## src/rtl/isa_pkg.sv

```systemverilog
// Shared ISA constants for the loader and main decoder: opcodes, control words,
// instruction field positions and the loader state encoding.
package isa_pkg;

    localparam logic [4:0] OP_RTYPE = 5'b00001;
    localparam logic [4:0] OP_ADDI  = 5'b11000;
    localparam logic [4:0] OP_SUBI  = 5'b11001;
    localparam logic [4:0] OP_LW    = 5'b11010;
    localparam logic [4:0] OP_SW    = 5'b11011;
    localparam logic [4:0] OP_BEQ   = 5'b11100;
    localparam logic [4:0] OP_BNE   = 5'b11101;
    localparam logic [4:0] OP_J     = 5'b00000;
    localparam logic [4:0] OP_JAL   = 5'b00111;

    // {memtoreg, memwrite, branch, alusrc, regdst, regwrite, jump, aluop[1:0]}
    localparam logic [8:0] CTRL_RTYPE = 9'b000011010;
    localparam logic [8:0] CTRL_ADDI  = 9'b000101000;
    localparam logic [8:0] CTRL_SUBI  = 9'b000101011;
    localparam logic [8:0] CTRL_LW    = 9'b100101000;
    localparam logic [8:0] CTRL_SW    = 9'b010100000;
    localparam logic [8:0] CTRL_BEQ   = 9'b001000011;
    localparam logic [8:0] CTRL_BNE   = 9'b000000011;
    localparam logic [8:0] CTRL_JUMP  = 9'b000000100;

    localparam int OP_LSB    = 27;
    localparam int RS_LSB    = 22;
    localparam int RT_LSB    = 17;
    localparam int RD_LSB    = 12;
    localparam int FUNCT_LSB = 0;
    localparam int IMM_LSB   = 0;
    localparam int TGT_LSB   = 0;

    typedef enum logic [1:0] {
        S_IDLE = 2'd0,
        S_ENC  = 2'd1,
        S_WR   = 2'd2
    } ld_state_e;

    // Format is implied by the opcode: R-type, jump, or immediate.
    function automatic logic [31:0] pack_word(
        input logic [4:0]  op,
        input logic [4:0]  rs,
        input logic [4:0]  rt,
        input logic [4:0]  rd,
        input logic [4:0]  funct,
        input logic [16:0] imm,
        input logic [26:0] target
    );
        logic [31:0] w;
        w = '0;
        w[OP_LSB +: 5] = op;
        if (op == OP_RTYPE) begin
            w[RS_LSB +: 5]    = rs;
            w[RT_LSB +: 5]    = rt;
            w[RD_LSB +: 5]    = rd;
            w[FUNCT_LSB +: 5] = funct;
        end else if (op == OP_J || op == OP_JAL) begin
            w[TGT_LSB +: 27] = target;
        end else begin
            w[RS_LSB +: 5]   = rs;
            w[RT_LSB +: 5]   = rt;
            w[IMM_LSB +: 17] = imm;
        end
        return w;
    endfunction

endpackage

```

## src/rtl/ctrl_to_op.sv

```systemverilog
// Reverse map from a main-control word to its opcode; also usable to
// cross-check the main decoder.
module ctrl_to_op
    import isa_pkg::*;
(
    input  logic [8:0] ctrl,
    input  logic       link,
    output logic [4:0] op,
    output logic       legal
);

    always_comb begin
        op    = OP_J;
        legal = 1'b1;
        case (ctrl)
            CTRL_RTYPE: op = OP_RTYPE;
            CTRL_ADDI:  op = OP_ADDI;
            CTRL_SUBI:  op = OP_SUBI;
            CTRL_LW:    op = OP_LW;
            CTRL_SW:    op = OP_SW;
            CTRL_BEQ:   op = OP_BEQ;
            CTRL_BNE:   op = OP_BNE;
            CTRL_JUMP:  op = link ? OP_JAL : OP_J;
            default:    legal = 1'b0;
        endcase
    end

endmodule

```

## src/rtl/instr_loader.sv

```systemverilog
// Program loader: accepts one instruction per handshake, encodes it and writes
// it to instruction memory at a self-incrementing address (IDLE -> ENC -> WR).
module instr_loader
    import isa_pkg::*;
#(
    parameter  int DEPTH  = 64,
    localparam int ADDR_W = $clog2(DEPTH)
) (
    input  logic              clk,
    input  logic              reset,
    input  logic              restart,
    input  logic              in_valid,
    output logic              in_ready,
    input  logic [8:0]        ctrl,
    input  logic              link,
    input  logic [4:0]        rs,
    input  logic [4:0]        rt,
    input  logic [4:0]        rd,
    input  logic [4:0]        funct,
    input  logic [16:0]       imm,
    input  logic [26:0]       target,
    output logic              imem_we,
    output logic [ADDR_W-1:0] imem_addr,
    output logic [31:0]       imem_wdata,
    output logic [ADDR_W:0]   count,
    output logic              full,
    output logic              err
);

    localparam logic [ADDR_W:0]   DEPTH_C   = (ADDR_W+1)'(DEPTH);
    localparam logic [ADDR_W-1:0] ADDR_LAST = ADDR_W'(DEPTH - 1);

    ld_state_e   state, state_nxt;
    logic [4:0]  op;
    logic        legal;
    logic [31:0] held_word;
    logic        held_legal;
    logic        accept;

    ctrl_to_op u_ctrl_to_op (
        .ctrl  (ctrl),
        .link  (link),
        .op    (op),
        .legal (legal)
    );

    assign in_ready = (state == S_IDLE) && !full && !reset;
    // restart in the same cycle as a valid word takes priority over the accept
    assign accept   = in_valid && in_ready && !restart;
    assign imem_we  = (state == S_WR);

    always_comb begin
        state_nxt = state;
        case (state)
            S_IDLE:  if (accept) state_nxt = S_ENC;
            S_ENC:   state_nxt = held_legal ? S_WR : S_IDLE;
            S_WR:    state_nxt = S_IDLE;
            default: state_nxt = S_IDLE;
        endcase
        if (restart) state_nxt = S_IDLE;
    end

    always_ff @(posedge clk) begin
        if (reset) begin
            state      <= S_IDLE;
            held_word  <= '0;
            held_legal <= 1'b0;
            imem_addr  <= '0;
            imem_wdata <= '0;
            count      <= '0;
            full       <= 1'b0;
            err        <= 1'b0;
        end else begin
            state <= state_nxt;
            if (restart) begin
                imem_addr <= '0;
                count     <= '0;
                full      <= 1'b0;
                err       <= 1'b0;
            end else begin
                case (state)
                    S_IDLE: begin
                        if (accept) begin
                            held_word  <= pack_word(op, rs, rt, rd, funct, imm, target);
                            held_legal <= legal;
                            // flagged on the accept edge so err is visible during ENC
                            if (!legal) err <= 1'b1;
                        end
                    end
                    S_ENC: begin
                        if (held_legal) imem_wdata <= held_word;
                    end
                    S_WR: begin
                        imem_addr <= (imem_addr == ADDR_LAST) ? '0 : imem_addr + 1'b1;
                        count     <= count + 1'b1;
                        if ((count + 1'b1) == DEPTH_C) full <= 1'b1;
                    end
                    default: ;
                endcase
            end
        end
    end

endmodule

```

## config.mk

```make
export PLATFORM = sky130hd
export DESIGN_NAME = instr_loader
export DESIGN_NICKNAME = d
export VERILOG_FILES = /design/src/rtl/isa_pkg.sv /design/src/rtl/ctrl_to_op.sv /design/src/rtl/instr_loader.sv
export SDC_FILE = /design/constraint.sdc
export NUM_CORES = 1
export LEC_CHECK = 0
export BUFFER_PORTS_ARGS = -buffer_cell sky130_fd_sc_hd__buf_4
export CAP_MARGIN = 10
export CORE_MARGIN = 2
export CORE_UTILIZATION = 50
export DETAILED_ROUTE_END_ITERATION = 10
export GPL_TIMING_DRIVEN = 1
export PLACE_DENSITY = 0.91
export RECOVER_POWER = 100
export SLEW_MARGIN = 20
export SYNTH_ARGS = -nofsm -noshare
export SYNTH_HDL_FRONTEND = slang
export SYNTH_SLANG_ARGS = --single-unit
```

## constraint.sdc

```tcl
create_clock -name clk -period 2.7 [get_ports clk]
set_input_delay 0.54 -clock clk [delete_from_list [all_inputs] [get_ports clk]]
set_output_delay 0.54 -clock clk [all_outputs]
set_load 0.03 [all_outputs]
```

==> qor.txt <==
Filler cells -> 626
max_slew headroom -> 0.325
initial antenna violation count -> 0
syn nets -> 533
CTS Buf Count -> 9
post-CTS sizing -> 0
Sum Neg Setup Slack -> 0 ns
Synth Area in XOR/XNOR -> 0.0243
TritonCTS Sinks -> 80
multi-input gate area in the final layout -> 1820 sq um
Starting Density -> 0.524
Synth Area per Inst -> 7.96 sq um
Crit-path slowest cell -> a221o_1
Arr. time, crit path -> 2.55 ns
combinational power share -> 0.092
synth unique cells -> 41
Worst Hold Launch -> target[15]
area grow syn2layout -> 27.8%
post-synthesis sequential area ratio -> 0.445
Most used DFF post-synth -> dfxtp_1
Clock transition at path regs -> 0.09 ns
crit path cell chain -> clkbuf_1 > nor3_1 > nand4_1 > and3_1 > o21a_1 > or2_0 > clkbuf_2 > a221o_1
antenna viol nets, final -> 0
CP top delay family -> simple AND/OR/NAND/NOR gates
Ant. Diodes -> 0
insertion delay to the later sink of the worst-skew pair -> 0.36 ns
first-pass GRT wire length -> 15700 microns
min Tclk post-route -> 2.31 ns
ys async rst share -> 0
Power Density -> 527 nW/um^2
cell count after synthesis -> 452
post-DR wirelength/cell -> 15.3 microns
placed cells -> 652
max-cap viol count -> 0
Hold Vio Cnt, Final -> 0
PortBufs -> 126
reg2reg start -> state[0]
# rows -> 30
pin count of the biggest net entering global routing -> 60
Setup crit end kind -> flop
Chip Height -> 88.8 microns
clock buffer depth -> 2
Finished Layout Cells -> 668
CORE AREA -> 6870 sq um
Ys Warns -> 0
Hold Slack -> 0.437 ns
DRC viols -> 0
All-Layer GR Usage -> 0.254
depth of the CTS H-tree -> 3
sequential share of power -> 0.503
Die Area -> 7890 sq um
mux cell area share after synthesis -> 0
Clock Tree Root -> clkbuf_8
DRT iter0 DRCs -> 260
Post-synth EDFFs -> 0
complex-gate fraction of the synthesized area -> 0.210
CP Max Fanout -> 21
Max VDD drop -> 0.000255 V
cts hold-fix bufs -> 0
layout cells sized above 1 -> 0.171
post-route clock period utilization -> 0.854
die width -> 88.8 microns
Worst Skew -> 0.0105 ns
Power Total -> 2420 uW
# nets final -> 648
gpl congestion -> 0.916
Switch Pwr -> 561 uW
Register Area -> 1600 sq um
critical path required time -> 2.94 ns
fmax -> 433 MHz
most common cell after layout, fill and taps aside -> nand2_1
unrepaired setup endpoints after global routing -> no
Max stage delay on crit path -> 0.41 ns
Synth Area in Adders -> 0.0104
Critical Path Source -> ctrl[8]
clock share of power -> 0.405
Detailed Routing Iterations Pass 1 -> 5
Worst Tran Pin Value -> 1.01 ns
cell area after synthesis -> 3600 sq um
P_leak -> 0.00172 uW
Setup Fix Bufs, Post-CTS -> 0
via count -> 3727
total gr overflow -> 0
Synth Register Bits -> 80
critical path class -> input port to flop
design internal power -> 1860 uW
# setup viols final -> 0
Post-Route WL -> 10200 microns
worst hold-check path type -> input port to flop
number of global-route vias before repair -> 3494
largest family of logic cells by synthesized area -> simple AND/OR/NAND/NOR gates
Sw Share -> 0.231
nature of the critical path startpoint -> input port
Slew Limit Fails -> 0
simple-gate share of the synthesized area -> 0.261
Buf+Inv Stages, Crit Path -> 2
final critical-path setup slack -> 0.393 ns
I/O Pins -> 127
status -> finished clean
Vias/cell -> 5.58
most frequent cells in the layout -> nand2_1 (106), buf_4 (81), dfxtp_1 (80), clkbuf_1 (57), nor2_1 (39)
DPL Wire Length -> 7220 microns
CTS tree -> built
Setup WS pre-CTS -> 0.259 ns
-- cell families (layout without fill, tap and decap cells) --
| family | Yosys count | count (layout) |
|---|---|---|
| AO/OA/AOI/OAI | 116 | 116 |
| AND/OR/NAND/NOR | 206 | 206 |
| XOR/XNOR | 10 | 10 |
| adder cells (fa/ha/maj) | 3 | 3 |
| flip-flops | 80 | 80 |
| buffers and inverters | 37 | 157 |
-- cells in the mapped netlist, drive strengths merged, types with 2 or more instances --
library cell | number | area share
a211oi | 10 | 0.021
xnor2 | 5 | 0.012
nand2 | 106 | 0.11
o311a | 10 | 0.028
nor2 | 39 | 0.041
nor3 | 8 | 0.011
nor4 | 12 | 0.021
clkbuf | 26 | 0.027
and3 | 4 | 0.0070
ha | 3 | 0.010
o21a | 3 | 0.0063
buf | 8 | 0.018
a31oi | 11 | 0.019
nor3b | 4 | 0.0083
a221o | 4 | 0.011
and2 | 4 | 0.0070
nor2b | 2 | 0.0035
or2 | 2 | 0.0035
inv | 2 | 0.0021
o211ai | 7 | 0.015
or3 | 4 | 0.0070
dfxtp | 80 | 0.45
nand3b | 4 | 0.0083
nand3 | 8 | 0.011
o21bai | 11 | 0.023
xor2 | 5 | 0.012
o21ai | 19 | 0.026
nand4 | 6 | 0.010
a21oi | 37 | 0.051
-- final timing paths --
check                    to  slack [ns]  cells after the start
min reg2reg  imem_wdata[21]        0.45                      2
min           held_word[15]        0.44                      2
max reg2reg   held_word[11]        0.42                      6
max           held_word[11]        0.39                      8
-- final cells by class --
class,count,area share
multi-input combinational,335,0.396
sequential,80,0.348
timing repair buffer,138,0.179
clock buffer,11,0.0307
tap,96,0.0261
clock inverter,5,0.0174
inverter,3,0.00245
-- per-stage QoR --
stage                     instance area [sq um]   util
after global placement                     4590  0.669
final                                      4600  0.669
after CTS                                  4810  0.701
after global routing                       4600  0.669
after floorplan                            3600      -
after detailed placement                   4590  0.669
-- routing by layer --
metal	track usage	share of wire
met1	0.309	0.43
met2	0.429	0.49
met5	0	0
met4	0.112	0.021
met3	0.0569	0.065
-- power groups by stage --
stage / clock [uW] / combinational, uW / sequential (uW)
finish: 983 / 222 / 1220
global route: 1030 / 239 / 1220
CTS: 980 / 225 / 1220
detailed placement: 0 / 224 / 1250
global placement: 0 / 218 / 1240
floorplan: 0 / 97.6 / 1240
-- flip-flops by register name, summed over array words and instances, names as in the netlist --
register,flops
err,1
full,1
held_legal,1
count,7
state,2
imem_wdata,31
held_word,31
imem_addr,6
-- worst register-to-register path, stage by stage, from the launching register on --
cell and delay (ns):
dfxtp_1 0.34, nor3_1 0.19, nand3_1 0.14, clkinv_1 0.13, clkbuf_1 0.63, nor2_1 0.31
a221o_1 0.42
Note: power is estimated with default switching activity, not from simulation.
